### config.mk
export PLATFORM = sky130hd
export DESIGN_NAME = alu_share_arbiter
export DESIGN_NICKNAME = d
export VERILOG_FILES = /design/src/rtl/alu_pkg.sv /design/src/rtl/alu.sv /design/src/rtl/rr_arbiter.sv /design/src/rtl/alu_share_arbiter.sv
export SDC_FILE = /design/constraint.sdc
export NUM_CORES = 1
export LEC_CHECK = 0
export BUFFER_PORTS_ARGS = -buffer_cell sky130_fd_sc_hd__buf_4
export CORE_ASPECT_RATIO = 1.25
export CORE_MARGIN = 1.5
export CORE_UTILIZATION = 30
export CTS_CLUSTER_DIAMETER = 40
export DETAILED_ROUTE_END_ITERATION = 8
export PLACE_DENSITY_LB_ADDON = 0.15
export SYNTH_ARGS = -nofsm -noshare
export SYNTH_HDL_FRONTEND = slang
export SYNTH_SLANG_ARGS = --single-unit
### constraint.sdc
create_clock -name clk_in -period 9.9 [get_ports clk_in]
set_clock_uncertainty 0.05 [all_clocks]
set_input_delay 1.98 -clock clk_in [delete_from_list [all_inputs] [get_ports clk_in]]
set_output_delay 1.98 -clock clk_in [all_outputs]
set_load 0.01 [all_outputs]
### src/rtl/alu_pkg.sv
// Shared ALU definitions: opcode encoding, datapath width, legality helper,
// and the response-slot state encoding.
package alu_pkg;

  localparam int ALU_DATA_WIDTH = 64;

  typedef enum logic [2:0] {
    ALU_SUB = 3'b000,
    ALU_AND = 3'b001,
    ALU_OR  = 3'b011,
    ALU_ADD = 3'b111
  } aluOp_t;

  typedef enum logic {
    SLOT_EMPTY = 1'b0,
    SLOT_FULL  = 1'b1
  } slot_state_t;

  // True for the four implemented opcodes; everything else is flagged illegal.
  function automatic logic isLegalOp(input logic [2:0] op);
    return (op == ALU_ADD) || (op == ALU_SUB) || (op == ALU_AND) || (op == ALU_OR);
  endfunction

endpackage

### src/rtl/alu.sv
// Combinational 64-bit ALU: add/sub wrap, AND, OR; illegal opcodes give 0.
module alu
  import alu_pkg::*;
#(
  parameter int DATA_WIDTH = ALU_DATA_WIDTH
) (
  input  logic [DATA_WIDTH-1:0] operand1,
  input  logic [DATA_WIDTH-1:0] operand2,
  input  logic [2:0]            opcode,
  output logic [DATA_WIDTH-1:0] result,
  output logic                  zeroFlag,
  output logic                  illegalOp
);

  // Opcode decode and datapath; zero flag derived from the same result
  always_comb begin
    result = '0;
    case (opcode)
      ALU_ADD: result = operand1 + operand2;
      ALU_SUB: result = operand1 - operand2;
      ALU_AND: result = operand1 & operand2;
      ALU_OR:  result = operand1 | operand2;
      default: result = '0;
    endcase
    zeroFlag  = (result == '0);
    illegalOp = !isLegalOp(opcode);
  end

endmodule

### src/rtl/rr_arbiter.sv
// Combinational round-robin arbiter. Search starts one past lastGrant and
// wraps; grant is one-hot, or zero when disabled or nothing is requesting.
module rr_arbiter #(
  parameter int NUM_REQ = 2,
  localparam int IDW    = $clog2(NUM_REQ)
) (
  input  logic [NUM_REQ-1:0] req,
  input  logic               enable,
  input  logic [IDW-1:0]     lastGrant,
  output logic [NUM_REQ-1:0] grant,
  output logic [IDW-1:0]     grantIdx
);

  int   idx;
  logic found;

  // Rotating priority search from lastGrant+1, first hit wins
  always_comb begin
    grant    = '0;
    grantIdx = '0;
    found    = 1'b0;
    idx      = 0;
    if (enable) begin
      for (int k = 1; k <= NUM_REQ; k++) begin
        idx = (int'(lastGrant) + k) % NUM_REQ;
        if (!found && req[idx]) begin
          found       = 1'b1;
          grant[idx]  = 1'b1;
          grantIdx    = IDW'(idx);
        end
      end
    end
  end

endmodule

### src/rtl/alu_share_arbiter.sv
// Shares one ALU between NUM_REQ requesters. A round-robin grant feeds the
// ALU each accepting cycle; the result lands in a single registered response
// slot that may drain and refill on the same edge.
module alu_share_arbiter
  import alu_pkg::*;
#(
  parameter int DATA_WIDTH = ALU_DATA_WIDTH,
  parameter int NUM_REQ    = 2,
  parameter int TAG_WIDTH  = 4,
  parameter int ID_WIDTH   = $clog2(NUM_REQ)
) (
  input  logic                                 clk_in,
  input  logic                                 rst_in,
  input  logic [NUM_REQ-1:0]                   reqValid_in,
  output logic [NUM_REQ-1:0]                   reqReady_out,
  input  logic [NUM_REQ-1:0][DATA_WIDTH-1:0]   reqOperand1_in,
  input  logic [NUM_REQ-1:0][DATA_WIDTH-1:0]   reqOperand2_in,
  input  logic [NUM_REQ-1:0][2:0]              reqOpcode_in,
  input  logic [NUM_REQ-1:0][TAG_WIDTH-1:0]    reqTag_in,
  output logic                                 respValid_out,
  input  logic                                 respReady_in,
  output logic [DATA_WIDTH-1:0]                respResult_out,
  output logic                                 respZeroFlag_out,
  output logic                                 respIllegalOp_out,
  output logic [ID_WIDTH-1:0]                  respId_out,
  output logic [TAG_WIDTH-1:0]                 respTag_out
);

  slot_state_t           state_q, state_d;
  logic [ID_WIDTH-1:0]   last_grant;
  logic [ID_WIDTH-1:0]   grant_idx;
  logic [NUM_REQ-1:0]    grant;
  logic                  can_accept;
  logic                  handshake;

  logic [DATA_WIDTH-1:0] alu_result;
  logic                  alu_zero;
  logic                  alu_illegal;

  // Slot accepts when empty or when the held response is leaving this cycle;
  // reset masks all grants.
  assign can_accept   = (state_q == SLOT_EMPTY) || respReady_in;
  assign reqReady_out = grant;
  assign handshake    = |(grant & reqValid_in);

  rr_arbiter #(.NUM_REQ(NUM_REQ)) u_arb (
    .req       (reqValid_in),
    .enable    (can_accept && !rst_in),
    .lastGrant (last_grant),
    .grant     (grant),
    .grantIdx  (grant_idx)
  );

  alu #(.DATA_WIDTH(DATA_WIDTH)) u_alu (
    .operand1  (reqOperand1_in[grant_idx]),
    .operand2  (reqOperand2_in[grant_idx]),
    .opcode    (reqOpcode_in[grant_idx]),
    .result    (alu_result),
    .zeroFlag  (alu_zero),
    .illegalOp (alu_illegal)
  );

  // Slot next state: a new grant always fills; otherwise a consumed slot empties
  always_comb begin
    state_d = state_q;
    if (handshake)
      state_d = SLOT_FULL;
    else if ((state_q == SLOT_FULL) && respReady_in)
      state_d = SLOT_EMPTY;
  end

  // Slot state, response payload and round-robin pointer
  always_ff @(posedge clk_in) begin
    if (rst_in) begin
      state_q           <= SLOT_EMPTY;
      respResult_out    <= '0;
      respZeroFlag_out  <= 1'b0;
      respIllegalOp_out <= 1'b0;
      respId_out        <= '0;
      respTag_out       <= '0;
      last_grant        <= ID_WIDTH'(NUM_REQ - 1);
    end else begin
      state_q <= state_d;
      if (handshake) begin
        respResult_out    <= alu_result;
        respZeroFlag_out  <= alu_zero;
        respIllegalOp_out <= alu_illegal;
        respId_out        <= grant_idx;
        respTag_out       <= reqTag_in[grant_idx];
        last_grant        <= grant_idx;
      end
    end
  end

  assign respValid_out = (state_q == SLOT_FULL);

endmodule

==> out/metrics.yaml <==
outcome: "complete, no violations"
final_common_cell: "buf_4"
clkTransAtPathRegs_ps: 70
drv_slew: 0
vias: 14618
grt_pass1_vias: 14435
synth_area_mm2: 0.0120
crit_type: "input pin to flop"
grt_usage_pct: 27.1
p_leak_nw: 6.84
numCtsBuffers: 9
cts_root_buffer: "clkbuf_16"
critPathRequiredTime_ps: 10180
power_mw: 1.82
grt_pass1_wl_mm: 86.2
antenna_found_initial: 1
dp_hpwl_mm: 46.0
rsz0062_at_grt: "no"
place_ws_ps: 539
viasPerCell: 5.71
firstDrtPassIters: 7
dpl.cell_count: 2544
ys_seq_area_share_pct: 12.2
clkLatencyLatePin_ps: 370
holdPathStages: 2
final_cells: 2560
crit_path_start: "reqOperand2_in[67]"
drive_gt1_share_pct: 21.0
start_util_pct: 30.6
grt_max_degree: 77
port_buffers: 348
dieArea_mm2: 0.0413
nFillCells: 4273
fin_tns_setup_ps: 0
netlist_instances: 1775
timing.hold.ws_ps: 403
chipWidth_um: 182
rows: 81
cp_data_arrival_time_ps: 9350
register_area_mm2: 0.00146
worstMarginPinSlew_ps: 930
r2r-start: "respValid_out$_SDFFE_PP0P_"
cts_hold_buf: 0
slew_headroom_pct: 38.0
setup_viol: 0
dpl_cell_area_mm2: 0.0151
min_period_ps: 9070
synth_edf_count: 0
htree_levels: 3
hp-start: "respResult_out[21]$_SDFFE_PP0P_"
peakVddDrop_v: 0.0000784
antenna_cells: 0
layout.nets: 2398
hp-class: "flop to flop"
routed_wl_mm: 57.5
routedWlPerCell_um: 22.4
synthArstFlopShare_pct: 0
path_max_fanout: 6
remaining_drc_errors: 0
syn_area_per_cell_um2: 6.77
syn_nets: 2116
reg2reg_depth: 25
areaGrowthSynthToFinish_pct: 27.7
post-route-cell-area_mm2: 0.0153
cts_setup_buffers: 0
finalCritPeriodShare_pct: 91.7
clockBufferDepth: 2
ys_types: 84
numClockSinks: 73
io-pin-count: 349
yosys_warnings: 0
setup.worst_path.end_class: "flop"
multiInputGateArea_mm2: 0.00990
place.gp.congestion: 0.957
cts-resized-gates: 0
cts_tree: "yes"
setup_slack_ps: 826
fin_util_pct: 39.0
synth_ff_type: "dfxtp_1"
crit_path_start_kind: "input pin"
hold_viol_final: 0
coreArea_mm2: 0.0393
powerDensity_mw_per_mm2: 118
ant_nets: 0
layout_common_cells: "buf_4, nand2_1, nor2_1"
synth_seq_cells: 73
clock.fmax_mhz: 110
die_height_um: 227
drt_iter0_markers: 1053
drv_cap: 0
grt_overflow: 0
sequential cells by signal, summed over array words and instances (netlist names):
name and count:
respResult_out 64, last_grant 1, respTag_out 4, respIllegalOp_out 1
respZeroFlag_out 1, respValid_out 1, respId_out 1
synthesized netlist by cell type (all sizes together) (4+ instances only):
library cell  count  area [um^2]
inv              58          218
or3              18          113
a221oi            7         67.6
o31ai            12         95.1
a41oi             4         35.0
mux2              8         93.8
a21oi           169          846
dfxtp            73         1460
xor2             55          482
nor2            218          821
o221ai            8         70.1
and3             10         62.6
or4               6         45.0
nor4             30          203
ha               65          813
o41ai             4         42.6
or2               7         43.8
and2              5         31.3
o21ai           100          500
xnor2            61          534
a2111oi           8         71.3
a311oi            6         52.6
o21bai           20          150
o22ai            17          106
o221a             4         45.0
a22oi             6         45.0
o21a             27          203
nand2           218          818
nor4b             4         47.6
clkbuf           69          259
a21o             16          120
buf              39          236
nand4            35          219
o2111ai           5         43.8
maj3             42          422
nand3            26          130
mux2i           102         1040
o32ai             4         35.0
a211oi           45          338
a31oi            20          125
a21boi            6         45.0
o211ai            7         52.6
nor3             79          395
nand2b            8         50.1
nor2b             7         43.8
cell families after synthesis:
kind of cell / synth area share [%]
AOI/OAI and AO/OA: 27.5
buffers and inverters: 5.93
and+or+nand+nor: 26.1
xor gates and xnor gates: 8.45
muxes: 9.44
adders and majority gates: 10.4
DFF: 12.2
where the power goes:
part           leakage, nW  internal, mW  total (mW)  switching [mW]
combinational         6.10         0.449        1.13           0.683
clock                0.132         0.179       0.342           0.163
sequential           0.602         0.324       0.343          0.0190
total                 6.84         0.952        1.82           0.865
final timing paths:
path / end / slack, ps
max: respZeroFlag_out$_SDFFE_PP0P_ / 830
max reg2reg: respZeroFlag_out$_SDFFE_PP0P_ / 2270
min reg2reg: respResult_out[21]$_SDFFE_PP0P_ / 400
min: respResult_out[21]$_SDFFE_PP0P_ / 400
routing by layer:
layer / GRT usage, % / vias up / routed length [um]
met1: 32.8 / 6930 / 23900
met4: 9.54 / 2 / 1710
li1: - / 7063 / -
met5: 0 / - / 15
met2: 49.8 / 543 / 29200
met3: 2.52 / 80 / 2580
layout make-up:
class                   count  area share (%)
clock buffers              10            1.56
inverters                  58            1.43
multi-input cells        1536            64.5
clock inverters             6           0.318
flip-flops and latches     73            9.52
well taps                 498            4.06
repair buffers            379            18.6
critical path: stages:
cell and delay [ps]:
buf_4 120, or4_1 610, nor4_1 210, mux2_2 250
and3_1 270, o21a_1 250, nor2b_1 270, inv_1 110
nor3_1 360, and4_1 340, nand2_1 210, o31a_1 340
xor2_1 150, ha_1 410, nand2_1 140, nor2_1 190
nand4_1 180, a2111oi_0 600, nor3_1 240, o2bb2ai_1 210
a2111oi_0 440, nand4_1 170, nand4b_1 220, nor4_1 600
nor4b_2 310, a31o_1 170
(Power assumes the default switching activity.)
